## src/rtl/ctrl_fsm_ws.sv

```systemverilog
// ctrl_fsm_ws: multicycle CPU control FSM with memory wait states.
// Moore machine: datapath and fetch controls are decoded from the registered
// state. The only exception is illegal, which pulses in DEC when the opcode/op
// pair cannot be decoded. IF1, LDR_RD and STR_WR dwell at least MEM_LAT
// cycles and then leave on mem_rdy.

module ctrl_fsm_ws #(
  parameter int unsigned MEM_LAT = 1,
  parameter int unsigned STATE_W = 5
) (
  input  logic               clk,
  input  logic               reset,
  input  logic               s,
  input  logic [2:0]         opcode,
  input  logic [1:0]         op,
  input  logic               mem_rdy,
  output logic [1:0]         nsel,
  output logic [1:0]         vsel,
  output logic [1:0]         mem_cmd,
  output logic               loada,
  output logic               loadb,
  output logic               loadc,
  output logic               loads,
  output logic               asel,
  output logic               bsel,
  output logic               shiftsel,
  output logic               write,
  output logic               load_pc,
  output logic               reset_pc,
  output logic               addr_sel,
  output logic               load_ir,
  output logic               load_addr,
  output logic               w,
  output logic               illegal,
  output logic [STATE_W-1:0] state_out
);

  typedef enum logic [4:0] {
    StRst   = 5'd0,
    StIf1   = 5'd1,
    StIf2   = 5'd2,
    StUpc   = 5'd3,
    StDec   = 5'd4,
    StMovi  = 5'd5,
    StMovr  = 5'd6,
    StLda   = 5'd7,
    StLdb   = 5'd8,
    StExec  = 5'd9,
    StWb    = 5'd10,
    StMadr  = 5'd11,
    StMadc  = 5'd12,
    StLdrRd = 5'd13,
    StLdrWb = 5'd14,
    StStrB  = 5'd15,
    StStrWr = 5'd16,
    StHalt  = 5'd17
  } state_e;

  localparam logic [1:0] MemRead  = 2'b00;
  localparam logic [1:0] MemNone  = 2'b01;
  localparam logic [1:0] MemWrite = 2'b10;

  localparam logic [1:0] NselRn = 2'b11;
  localparam logic [1:0] NselRm = 2'b01;
  localparam logic [1:0] NselRd = 2'b10;

  localparam logic [1:0] VselC     = 2'b00;
  localparam logic [1:0] VselImm   = 2'b01;
  localparam logic [1:0] VselMdata = 2'b11;

  localparam logic [3:0] LatMax = 4'(MEM_LAT);

  state_e     state_q, state_d;
  logic [3:0] wait_cnt_q, wait_cnt_d;
  // Remembers that the instruction in flight is MOVR, so EXEC keeps asel high.
  logic       movr_q, movr_d;

  logic in_wait;
  logic wait_exit;
  logic dec_movi, dec_movr, dec_alu, dec_ldr, dec_str, dec_halt, dec_legal;

  // Instruction decode and the wait-state exit condition
  always_comb begin
    dec_movi  = (opcode == 3'b110) && (op == 2'b10);
    dec_movr  = (opcode == 3'b110) && (op == 2'b00);
    dec_alu   = (opcode == 3'b101);
    dec_ldr   = (opcode == 3'b011);
    dec_str   = (opcode == 3'b100);
    dec_halt  = (opcode == 3'b111);
    dec_legal = dec_movi | dec_movr | dec_alu | dec_ldr | dec_str | dec_halt;
    in_wait   = (state_q == StIf1) || (state_q == StLdrRd) || (state_q == StStrWr);
    wait_exit = (wait_cnt_q >= LatMax) && mem_rdy;
  end

  // Next-state selection; opcode/op are looked at only in DEC, EXEC and MADC
  always_comb begin
    state_d = state_q;
    movr_d  = movr_q;
    unique case (state_q)
      StRst:   state_d = StIf1;
      StIf1:   if (wait_exit) state_d = StIf2;
      StIf2:   state_d = StUpc;
      StUpc:   state_d = StDec;
      StDec: begin
        movr_d = dec_movr;
        if (dec_movi)                 state_d = StMovi;
        else if (dec_movr)            state_d = StMovr;
        else if (dec_alu)             state_d = StLda;
        else if (dec_ldr || dec_str)  state_d = StMadr;
        else if (dec_halt)            state_d = StHalt;
        else                          state_d = StIf1;
      end
      StMovi:  state_d = StIf1;
      StMovr:  state_d = StExec;
      StLda:   state_d = StLdb;
      StLdb:   state_d = StExec;
      // A compare only updates status, so it skips writeback.
      StExec:  state_d = (op == 2'b01) ? StIf1 : StWb;
      StWb:    state_d = StIf1;
      StMadr:  state_d = StMadc;
      StMadc: begin
        if (dec_ldr)      state_d = StLdrRd;
        else if (dec_str) state_d = StStrB;
        else              state_d = StIf1;
      end
      StLdrRd: if (wait_exit) state_d = StLdrWb;
      StLdrWb: state_d = StIf1;
      StStrB:  state_d = StStrWr;
      StStrWr: if (wait_exit) state_d = StIf1;
      StHalt:  if (s) state_d = StIf1;
      default: state_d = StRst;
    endcase
  end

  // Wait counter restarts on every state change and saturates at MEM_LAT
  always_comb begin
    wait_cnt_d = wait_cnt_q;
    if (state_d != state_q) begin
      wait_cnt_d = 4'd0;
    end else if (in_wait && (wait_cnt_q < LatMax)) begin
      wait_cnt_d = wait_cnt_q + 4'd1;
    end
  end

  // State register with synchronous active-low reset
  always_ff @(posedge clk) begin
    if (!reset) begin
      state_q    <= StRst;
      wait_cnt_q <= 4'd0;
      movr_q     <= 1'b0;
    end else begin
      state_q    <= state_d;
      wait_cnt_q <= wait_cnt_d;
      movr_q     <= movr_d;
    end
  end

  // Moore output decode; everything idles at zero with mem_cmd=NONE
  always_comb begin
    nsel      = 2'b00;
    vsel      = VselC;
    mem_cmd   = MemNone;
    loada     = 1'b0;
    loadb     = 1'b0;
    loadc     = 1'b0;
    loads     = 1'b0;
    asel      = 1'b0;
    bsel      = 1'b0;
    shiftsel  = 1'b0;
    write     = 1'b0;
    load_pc   = 1'b0;
    reset_pc  = 1'b0;
    addr_sel  = 1'b0;
    load_ir   = 1'b0;
    load_addr = 1'b0;
    w         = 1'b0;
    illegal   = 1'b0;
    unique case (state_q)
      StRst: begin
        reset_pc = 1'b1;
        load_pc  = 1'b1;
      end
      StIf1: begin
        addr_sel = 1'b1;
        mem_cmd  = MemRead;
        w        = 1'b1;
      end
      StIf2: begin
        addr_sel = 1'b1;
        mem_cmd  = MemRead;
        load_ir  = 1'b1;
      end
      StUpc:   load_pc = 1'b1;
      StDec:   illegal = ~dec_legal;
      StMovi: begin
        nsel  = NselRn;
        vsel  = VselImm;
        write = 1'b1;
      end
      StMovr: begin
        nsel  = NselRm;
        loadb = 1'b1;
        asel  = 1'b1;
      end
      StLda: begin
        nsel  = NselRn;
        loada = 1'b1;
      end
      StLdb: begin
        nsel  = NselRm;
        loadb = 1'b1;
      end
      StExec: begin
        loadc = 1'b1;
        loads = 1'b1;
        asel  = movr_q;
      end
      StWb: begin
        nsel  = NselRd;
        vsel  = VselC;
        write = 1'b1;
      end
      StMadr: begin
        nsel  = NselRn;
        loada = 1'b1;
      end
      StMadc: begin
        bsel      = 1'b1;
        shiftsel  = 1'b1;
        loadc     = 1'b1;
        load_addr = 1'b1;
      end
      StLdrRd: mem_cmd = MemRead;
      StLdrWb: begin
        mem_cmd = MemRead;
        nsel    = NselRd;
        vsel    = VselMdata;
        write   = 1'b1;
      end
      StStrB: begin
        nsel  = NselRd;
        loadb = 1'b1;
        asel  = 1'b1;
        loadc = 1'b1;
      end
      StStrWr: mem_cmd = MemWrite;
      StHalt:  ;
      default: ;
    endcase
  end

  assign state_out = STATE_W'(state_q);

endmodule

```

## config.mk

```make
export PLATFORM = sky130hd
export DESIGN_NAME = ctrl_fsm_ws
export DESIGN_NICKNAME = d
export VERILOG_FILES = /design/src/rtl/ctrl_fsm_ws.sv
export SDC_FILE = /design/constraint.sdc
export NUM_CORES = 1
export LEC_CHECK = 0
export CORE_MARGIN = 1.5
export CORE_UTILIZATION = 35
export CTS_BUF_LIST = sky130_fd_sc_hd__clkbuf_8
export DETAILED_ROUTE_END_ITERATION = 16
export PLACE_DENSITY = 0.72
export SLEW_MARGIN = 0
export SYNTH_ARGS = -nofsm -noshare
export SYNTH_HDL_FRONTEND = slang
export SYNTH_SLANG_ARGS = --single-unit
```

## constraint.sdc

```tcl
create_clock -name clk -period 2.5 [get_ports clk]
set_input_delay 0.625 -clock clk [delete_from_list [all_inputs] [get_ports clk]]
set_output_delay 0.625 -clock clk [all_outputs]
set_load 0.05 [all_outputs]
```

# == Word level (Yosys, flattened, before mapping) ==
# Index checks and enable logic that the tools add are counted.
# Widths: inputs -> output; s select.
# totals
register_bits,10
output_inout_bits,26
word_cells,89
# op_classes
add_sub_neg,1
magnitude_cmp,2
eq_ne,25
mux,29
bitwise_logic,7
n_reduce_logical,22
# op_table
operator,count
$pmux 5 s14,1
$mux 5,9
$eq 5x4->1 const B,8
$eq 5x3->1 const B,4
$reduce_or 3->1,5
$eq 3x3->1 const B,4
$mux 1,12
$mux 4,3
$reduce_or 2->1,6
$eq 5x2->1 const B,2
$eq 5x5->1 const B,2
$pmux 2 s2,2
$reduce_or 4->1,2
$pmux 2 s3,1
$eq 5x1->1 const B,1
$logic_not 5->1,1
$ne 5x5->1,1
$or 1x1->1,5
$add 4x1->4 const B,1
$ge 4x1->1 const B,1
$logic_and 1x1->1,4
$lt 4x1->1 const B,1
$eq 3x2->1 const B,1
$logic_or 1x1->1,3
5 further kinds,6

# == Depth between registers and ports, before layout ==
# logic_depth
ltp_word,9
mapped_depth,8
mapped_depth_nobuf,8

# == Worst setup path before layout ==
# No wires, ideal clock.
# synth_timing
path_kind,reg2out
from,register state_q[3] (netlist: state_out[3])
to,output mem_cmd[0]
t_arrival_ns,3.133
required_ns,1.875
path_slack_ns,-1.258
stages_incl_launch_ff,6
cell_sequence,dfxtp_1 buf_2 buf_1 nand2_1 nor3_1 nor3_1
# synth_between
elab_chain_cells,3
# synth_lines
element,line_no,source
from (decl),73,"state_e state_q, state_d;"
from (signal assigned),148,state_q <= StRst;
from (signal assigned),152,state_q <= state_d;
$eq 5x1->1 (tied with other cells),178,unique case (state_q)
$reduce_or 4->1 (no line),--,
$pmux 2 s2 *,178,
to (decl),19,"output logic [1:0] mem_cmd,"
# Mark *: on every way between the ends. The rest lies on a longest branch, timed or not.

# == Worst setup path in the final report ==
# layout_timing
from,input op[0]
to,register wait_cnt_q[0]
# layout_between
elab_chain_cells,7
# layout_lines
element,line_no,source
from (decl),15,"input logic [1:0] op,"
$logic_not 2->1,85,dec_movr = (opcode == 3'b110) && (op == 2'b00);
$logic_and 1x1->1,85,
$mux 5,107,else if (dec_movr) state_d = StMovr;
$mux 5,106,if (dec_movi) state_d = StMovi;
$pmux 5 s14 *,99,unique case (state_q)
$ne 5x5->1 *,138,if (state_d != state_q) begin
$reduce_or 2->1 (no line) *,--,
to (signal assigned),153,wait_cnt_q <= wait_cnt_d;
to (decl),74,"logic [3:0] wait_cnt_q, wait_cnt_d;"
# Marks and branches as above.
# A chain may end at the register's enable or synchronous reset.

==> results.cfg <==
[finish]
fillerInstances = 288
syn2layout_area_growth_pct = 64.40
post-route-cell-area_sq_um = 1999
final_util = 0.5992
stdcell_count = 255
antenna_cells = 0
drive_above_1_share = 0.3349
layout.nets = 222

[clocking]
clk_pin_slew_ns = 0.05
root_buffer = clkbuf_8
ctsHoldBuffers = 0
insertion_delay_ns = 0.24
cts-htree-levels = 1
cts_made_buffers = 3
cts_buffer_depth = 2
cts_tree = built
clock-sinks = 10

[logic_synthesis]
synth_top_area_frac = 0.1646
synth_compound_area_frac = 0.2253
ys_types = 54
synth_area_per_cell_sq_um = 7.196
synthArstFlopShare = 0
synth-main-ff-cell = dfxtp_1
synth_edf_count = 0
synthSimpleGateAreaFrac = 0.4362
ys_ff_latch = 10
ys_seq_area_frac = 0.1646
synth_xor_xnor_area_share = 0.02160
synth_area_leaders = dfxtp_1 16%, nand2_1 5.9%, nor3_1 4.5%, nor2_1 4.0%, buf_4 3.7%
synth_top_family_by_area = simple AND/OR/NAND/NOR gates
muxShareOfSynthArea = 0.03395
syn_inst = 169
syn_area_sq_um = 1216
ys_warn_count = 0
yosys.area.top_type = dfxtp_1
syn-num-nets = 181
synth_fa_ha_area_frac = 0.03086

[sta]
worstMarginPinSlew_ns = 0.4909
fin_setup_tns_ns = 0
setup_violations = 0
fin_worst_skew_ns = 0.004125
hold_viol_final = 0
period_needed_ns = 2.434
fin_ws_ns = 0.06576
fmaxAchievable_mhz = 410.8
period_share = 0.9737
rsz0062_at_grt = yes
slew-limit-headroom = 0.6717
drv_slew = 0

[floorplanning]
core_area_sq_um = 3337
die_y_microns = 61.95
initial_core_util = 0.3645
dieArea_sq_um = 3837
num_rows = 21
die_x_microns = 61.95
io_pins = 35

[grt]
use_met1 = 0.3025
grt_pass1_vias = 1291
grt_pass1_wl_microns = 6154
met2_usage = 0.3408
use_met3 = 0.02484
grt_antenna_before_repair = 0
grt_usage = 0.2133
grt_max_degree = 23
grt_overflow_total = 0
grt.busiest_layer = met2

[setup_path]
start_kind = input pin
crit_required_ns = 2.66
path_buf_inv = 1
cp_slowest_stage_delay_ns = 0.46
path_max_fanout = 4
worstSetupEndpointType = flip-flop
crit_type = in2reg
critPathSlowestCell = clkdlybuf4s50_1
cp.arrival_ns = 2.59
path_cells = clkdlybuf4s50_1 > or3b_4 > a2111oi_4 > nor3_2 > nor4_4 > nand2_1 > nor3_1
path_delay_family = simple AND/OR/NAND/NOR gates

[placed_design]
gp_congestion = 0.8966
dp_slack_ns = -0.2576
portBuffers = 34
dp.cells = 249
dpl.hpwl_microns = 2848
dpl_cell_area_sq_um = 1896

[routing]
drc_errors = 0
drtIter0Drc = 67
dr.pass1.iters = 5
routed_wl_microns = 3855
routedWlPerCell_microns = 15.12
ant_nets = 0
viasPerCell = 5.796
num_vias = 1478

[outcome]
status = completed

[job]
cap_violations = 0

[pwr]
p_leak_nw = 0.7520
ir_drop_uv = 222.7
power_density_nw_per_um2 = 321.3

[min_path]
holdCritPathClass = reg2reg
worst min-delay path: stages, from the launching register on:
cell and delay (ns):
dfxtp_1 0.31, nand2_1 0.05, a21boi_0 0.07
synthesized netlist by cell type, drive strengths merged, types with 3 or more instances:
cell type and n:
nand2 19, nor2 13, xnor2 3, nand3 7
and3 3, nor4b 3, nand2b 5, dfxtp 10
a21oi 8, mux2i 3, buf 13, or3b 3
nor4 3, nor3 12, ha 3, a211oi 5
inv 6, o21ai 3, nor2b 7
path summary, 6_finish.rpt:
check,from,to,slack [ns],cells after the start
max reg2reg,wait_cnt_q[1],wait_cnt_q[0],0.24,8
min,movr_q,movr_q,0.47,2
min reg2reg,movr_q,movr_q,0.47,2
max,op[0],wait_cnt_q[0],0.07,7
repair_timing:
action                     CTS  global route
pin swaps                    1             2
setup buffers                1             1
resized for setup            3             5
hold endpoints to repair     0             0
setup endpoints to repair    3             8
gates cloned                 0             0
final cells by class:
cell class / count / area, sq um / area share
flip-flops and latches: 10 / 211.5 / 0.1058
multi-input cells: 138 / 1006 / 0.5031
repair buffers: 51 / 646.9 / 0.3235
well taps: 46 / 57.56 / 0.02879
clock buffers: 4 / 55.05 / 0.02753
inverters: 6 / 22.52 / 0.01126
power breakdown:
| group | total (mW) | internal, mW | switching (mW) |
|---|---|---|---|
| combinational | 0.259 | 0.113 | 0.146 |
| sequential | 0.180 | 0.164 | 0.0155 |
| clock | 0.204 | 0.139 | 0.0657 |
| total | 0.642 | 0.415 | 0.227 |
metrics by stage:
stage	hold slack, ns	total power [mW]
finish	0.4725	0.6425
detailed placement	0.4686	0.4366
global placement	0.4569	0.4347
CTS	0.4763	0.6414
global route	0.4934	0.6721
floorplan	0.4302	0.3356
cell families after synthesis:
group / count (synthesis)
flip-flops: 10
adder cells (fa/ha/maj): 3
AND/OR/NAND/NOR: 92
buffers and inverters: 21
multiplexers: 4
AO/OA/AOI/OAI: 36
XOR/XNOR: 3
state kept, by name (all words and copies together), names as in the netlist:
register / flops
wait_cnt_q: 4
movr_q: 1
state_out: 5
layer usage:
layer | up-vias | wire (microns)
met2 | 76 | 1823
met3 | 4 | 289
li1 | 703 | -
met4 | 0 | 20
met1 | 695 | 1721
met5 | - | 0
cell usage in the layout, fill, tap and decap left out, drive strengths merged, types with 2 or more instances in the layout:
| master | count |
|---|---|
| a211oi | 5 |
| a21o | 2 |
| a21oi | 8 |
| a221oi | 2 |
| and3 | 3 |
| and3b | 2 |
| buf | 40 |
| clkbuf | 4 |
| clkdlybuf4s50 | 10 |
| dfxtp | 10 |
| ha | 3 |
| inv | 6 |
| mux2i | 3 |
| nand2 | 19 |
| nand2b | 5 |
| nand3 | 7 |
| nand4 | 2 |
| nor2 | 13 |
| nor2b | 7 |
| nor3 | 12 |
| nor3b | 2 |
| nor4 | 3 |
| nor4b | 3 |
| o211ai | 2 |
| o21ai | 3 |
| o221ai | 2 |
| or2 | 2 |
| or3 | 2 |
| or3b | 3 |
| xnor2 | 3 |
No activity file was read; power rests on OpenSTA's default activity.
